`config.mk`:
```
export PLATFORM = sky130hd
export DESIGN_NAME = uart_rx
export DESIGN_NICKNAME = d
export VERILOG_FILES = /design/src/rtl/uart_rx.sv
export SDC_FILE = /design/constraint.sdc
export NUM_CORES = 1
export LEC_CHECK = 0
export BUFFER_PORTS_ARGS = -buffer_cell sky130_fd_sc_hd__buf_2
export CAP_MARGIN = 20
export CORE_ASPECT_RATIO = 1.1
export CORE_UTILIZATION = 45
export CTS_CLUSTER_DIAMETER = 30
export DETAILED_ROUTE_END_ITERATION = 8
export GPL_TIMING_DRIVEN = 0
export MAX_ROUTING_LAYER = met4
export PLACE_DENSITY = 0.73
export SETUP_SLACK_MARGIN = 0.2
export SLEW_MARGIN = 20
export SYNTH_ARGS = -nofsm -noshare
export SYNTH_HDL_FRONTEND = slang
export SYNTH_SLANG_ARGS = --single-unit
export TNS_END_PERCENT = 10
```
`constraint.sdc`:
```
create_clock -name clk_12m -period 3 [get_ports clk_12m]
set_input_delay 0.3 -clock clk_12m [delete_from_list [all_inputs] [get_ports clk_12m]]
set_output_delay 0.3 -clock clk_12m [all_outputs]
set_load 0.01 [all_outputs]
```
`src/rtl/uart_rx.sv`:
```
// 8N1 UART receiver with a 16x-oversampled mid-bit sampler and a valid/ack holding register.
// Define UART_RX_PARITY_EN to add an even-parity bit (8E1) and the par_err output.
module uart_rx #(
  parameter int unsigned OVERSAMPLE = 16,
  parameter int unsigned DATA_BITS  = 8
) (
  input  logic                 clk_12m,
  input  logic                 rst,
  input  logic                 rxclk_en,
  input  logic                 rx,
  output logic [DATA_BITS-1:0] data,
  output logic                 data_valid,
  input  logic                 data_ack,
  output logic                 frame_err,
`ifdef UART_RX_PARITY_EN
  output logic                 par_err,
`endif
  output logic                 overrun
);

  localparam int unsigned CW = $clog2(OVERSAMPLE);
  localparam int unsigned IW = (DATA_BITS > 1) ? $clog2(DATA_BITS) : 1;
  localparam logic [CW-1:0] MID      = CW'(OVERSAMPLE / 2 - 1);
  localparam logic [CW-1:0] LAST     = CW'(OVERSAMPLE - 1);
  localparam logic [IW-1:0] IDX_LAST = IW'(DATA_BITS - 1);

`ifdef UART_RX_PARITY_EN
  typedef enum logic [2:0] {S_IDLE, S_START, S_DATA, S_PARITY, S_STOP} state_e;
`else
  typedef enum logic [1:0] {S_IDLE, S_START, S_DATA, S_STOP} state_e;
`endif

  state_e               state_q, state_d;
  logic [CW-1:0]        cnt_q, cnt_d;
  logic [IW-1:0]        idx_q, idx_d;
  logic [DATA_BITS-1:0] shreg_q, shreg_d;
  logic                 rx_meta_q, rx_s_q;
  logic                 done_q, done_d;
  logic                 frame_err_q, frame_err_d;
  logic [DATA_BITS-1:0] data_q, data_d;
  logic                 valid_q, valid_d;
  logic                 overrun_q, overrun_d;
`ifdef UART_RX_PARITY_EN
  logic                 par_bad_q, par_bad_d;
  logic                 par_err_q, par_err_d;
`endif

  always_ff @(posedge clk_12m) begin
    if (rst) begin
      state_q     <= S_IDLE;
      cnt_q       <= '0;
      idx_q       <= '0;
      shreg_q     <= '0;
      rx_meta_q   <= 1'b1;
      rx_s_q      <= 1'b1;
      done_q      <= 1'b0;
      frame_err_q <= 1'b0;
      data_q      <= '0;
      valid_q     <= 1'b0;
      overrun_q   <= 1'b0;
`ifdef UART_RX_PARITY_EN
      par_bad_q   <= 1'b0;
      par_err_q   <= 1'b0;
`endif
    end else begin
      state_q     <= state_d;
      cnt_q       <= cnt_d;
      idx_q       <= idx_d;
      shreg_q     <= shreg_d;
      rx_meta_q   <= rx;
      rx_s_q      <= rx_meta_q;
      done_q      <= done_d;
      frame_err_q <= frame_err_d;
      data_q      <= data_d;
      valid_q     <= valid_d;
      overrun_q   <= overrun_d;
`ifdef UART_RX_PARITY_EN
      par_bad_q   <= par_bad_d;
      par_err_q   <= par_err_d;
`endif
    end
  end

  // Frame sequencer: advances only on oversampling ticks; pulses are one clk wide.
  always_comb begin
    state_d     = state_q;
    cnt_d       = cnt_q;
    idx_d       = idx_q;
    shreg_d     = shreg_q;
    done_d      = 1'b0;
    frame_err_d = 1'b0;
`ifdef UART_RX_PARITY_EN
    par_bad_d   = par_bad_q;
    par_err_d   = 1'b0;
`endif
    if (rxclk_en) begin
      case (state_q)
        S_IDLE: begin
          if (!rx_s_q) begin
            state_d = S_START;
            cnt_d   = '0;
          end
        end
        S_START: begin
          if (cnt_q == MID) begin
            if (!rx_s_q) begin
              state_d = S_DATA;
              cnt_d   = '0;
              idx_d   = '0;
            end else begin
              state_d = S_IDLE;
            end
          end else begin
            cnt_d = cnt_q + 1'b1;
          end
        end
        S_DATA: begin
          cnt_d = cnt_q + 1'b1;
          if (cnt_q == LAST) begin
            shreg_d = {rx_s_q, shreg_q[DATA_BITS-1:1]};
            if (idx_q == IDX_LAST) begin
`ifdef UART_RX_PARITY_EN
              state_d = S_PARITY;
`else
              state_d = S_STOP;
`endif
            end else begin
              idx_d = idx_q + 1'b1;
            end
          end
        end
`ifdef UART_RX_PARITY_EN
        S_PARITY: begin
          cnt_d = cnt_q + 1'b1;
          if (cnt_q == LAST) begin
            par_bad_d = rx_s_q ^ (^shreg_q);
            state_d   = S_STOP;
          end
        end
`endif
        S_STOP: begin
          cnt_d = cnt_q + 1'b1;
          if (cnt_q == LAST) begin
            state_d     = S_IDLE;
            frame_err_d = !rx_s_q;
`ifdef UART_RX_PARITY_EN
            par_err_d   = par_bad_q;
            done_d      = rx_s_q && !par_bad_q;
`else
            done_d      = rx_s_q;
`endif
          end
        end
        default: state_d = S_IDLE;
      endcase
    end
  end

  // Holding register: an ack in the completion cycle frees the slot for the new byte.
  always_comb begin
    data_d    = data_q;
    valid_d   = valid_q;
    overrun_d = overrun_q;
    if (data_ack && valid_q) begin
      valid_d   = 1'b0;
      overrun_d = 1'b0;
    end
    if (done_q) begin
      if (!valid_q || data_ack) begin
        data_d  = shreg_q;
        valid_d = 1'b1;
      end else begin
        overrun_d = 1'b1;
      end
    end
  end

  assign data       = data_q;
  assign data_valid = valid_q;
  assign frame_err  = frame_err_q;
  assign overrun    = overrun_q;
`ifdef UART_RX_PARITY_EN
  assign par_err    = par_err_q;
`endif

endmodule
```
==> metrics.txt <==
Worst EP arrival 1.84 ns; Fmax 0.614 GHz; syn avg cell area 9.85 um^2; Relative slew margins 63.5%; diode count 0; largest net degree at the start of global routing 11; clock skew 0.00566 ns; Tot GR Track Use 18.1%; chip height 57.5 um; CP delay by family, top simple AND/OR/NAND/NOR gates; Hold Vio Cnt, Final 0; PwrDens 495 nW/um^2; DRT iter0 DRCs 13; Cell Area, Placed 1380 um^2; WL/cell 12.0 um; first-pass GRT wire length 3.80 mm; gr ovfl total 0; Die Width 52.5 um; Crit path required time 3.21 ns; Yosys cell types 35; share of the synthesized area in the top cell type 49.2%; number of flops mapped to enable cells by yosys 0; WL met3 102 um; Non-Filler Instances 182; Port-buffer cells 15; Routed WL 2.19 mm; Root Buffer clkbuf_4; crit path launch type flip-flop; # hold bufs at CTS 0; vias after detailed routing 953; ratio of cells with drive above 1 in the final layout 21.9%; via/cell ratio 5.24; # clock sinks 31; Synth Flop Type dfxtp_1; clock latency on the worst-skew pair 0.33 ns; number of buffers created by CTS 5; RD Place Congestion 0.856; DIE AREA 3020 um^2; cell-by-cell listing of the critical path ha_1, nand4_2, nor3_4, mux2i_1, nor2_1; cells after synthesis 128; I/O pin cnt 16; Synth area leader dfxtp_1; Synth top cells by count 31 x dfxtp_1, 21 x nor2_1, 17 x mux2i_1; Final Core Density 56.2%; Async S/R FF share, synth 0%; minimum clock period 1.63 ns; met2 routed WL 1.02 mm; number of global-route vias before repair 879; Area contributors post-synth dfxtp_1 49%, mux2i_1 13%, nor2_1 6.3%; Design Area, Final 1440 um^2; final routed DRC violation total 0; Final TNS setup 0 ns; Pre-Repair DR Iteration Count 4; critical path's slowest cell nor3_4; Ys Warns 0; CTS resizes 0; worst path bufs/invs 0; # Max-Cap Violations 0; initial core utilization 49.1%; Setup Buffers After CTS 0; crit share post-route 54.3%; CP peak stage delay 0.42 ns; clock slew seen by the registers of the worst setup and hold paths 0.09 ns; RSZ-0062 raised after global routing false; P_leak 0.000639 uW; Seq cells post-synth 31; uppermost routed layer met4; Slew Viols, Final 0; std cell rows 19; crit-path max FO 8; Setup Viol. Count Final 0; worst-margin pin slew 0.547 ns; initial antenna violation count 0; clk buf depth 2; WL met1 1.02 mm; most instantiated library cell after synthesis dfxtp_1; worst min path class input port to flip-flop; critical path capture point type flip-flop; Syn-to-layout area delta 14.5%; Mapped Area 1260 um^2; CTS tree built; outcome complete, no violations; syn_nets 136; H-tree lvl count 2; Worst VDD drop 0.332 mV; cell total after placement 174; dpl hpwl 1.59 mm; core region area 2570 um^2; post-synthesis sequential area ratio 49.2%; fillers 248; post-route ant nets 0; nets 158; crit path kind flip-flop to flip-flop
[report_power, final]
group	leakage (uW)	switching, uW	internal, uW	total [uW]
combinational	0.000350	15.2	7.76	23.0
clock	0.0000386	139	138	276
sequential	0.000250	1.58	413	415
[cells by family after synthesis]
group | synth area share, %
adders and majority gates | 2.98
AOI/OAI and AO/OA | 11.6
xor gates and xnor gates | 0.695
muxes | 14.4
DFF | 49.2
buffers and inverters | 4.07
and+or+nand+nor | 17.1
[cell type report]
cell class	instances	area (um^2)	area share (%)
repair buffers	15	75.1	5.20
flip-flops and latches	31	621	43.0
well taps	31	38.8	2.69
clock buffers	8	68.8	4.77
multi-input cells	85	589	40.8
plain buffers	6	28.8	1.99
inverters	6	22.5	1.56
[through the flow]
| step | setup WS, ns | hold slack (ns) | power [uW] |
|---|---|---|---|
| floorplan | 1.56 | 0.389 | 439 |
| global placement | 1.42 | 0.395 | 447 |
| detailed placement | 1.39 | 0.398 | 448 |
| CTS | 1.37 | 0.140 | 724 |
| global route | 1.22 | 0.132 | 751 |
| finish | 1.37 | 0.151 | 714 |
[state kept, by name (all words and copies together) (netlist names), 3 cells and up, named ones only]
register and flops:
data 8, shreg_q 8, cnt_q 4, idx_q 3
[worst register-to-register path, cell delays in order, from the launching register on]
cell,delay [ns]
dfxtp_1,0.38
ha_1,0.24
nand4_2,0.16
nor3_4,0.42
mux2i_1,0.25
nor2_1,0.05
[placed cells by master, fill, tap and decap left out, types with 2 or more instances in the layout]
cell	count
clkbuf_8	2
nor2_1	21
buf_2	17
mux2i_1	17
inv_1	5
dfxtp_1	31
a211oi_1	2
or2_2	2
o32ai_1	2
a22o_1	3
nand3_1	2
a21oi_1	4
o21ai_0	3
nand2_1	4
clkbuf_1	3
nor3_1	3
ha_1	3
o211ai_1	2
a31oi_1	2
and2_1	2
clkbuf_4	5
[metal layers]
metal  global-route usage, %  up-vias
met5                       -        -
met4                    7.89        0
met3                    8.00        6
met2                    27.3       14
met1                    20.5      438
li1                        -      495
[final timing paths]
| path | start | end | slack, ns | cells past startpoint |
|---|---|---|---|---|
| setup reg to reg | cnt_q[0] | shreg_q[0] | 1.37 | 5 |
| setup / recovery | cnt_q[0] | shreg_q[0] | 1.37 | 5 |
| hold / removal | rx | rx_meta_q | 0.15 | 2 |
| hold reg to reg | rx_meta_q | rx_s_q | 0.41 | 1 |
No activity file was read; power rests on OpenSTA's default activity.
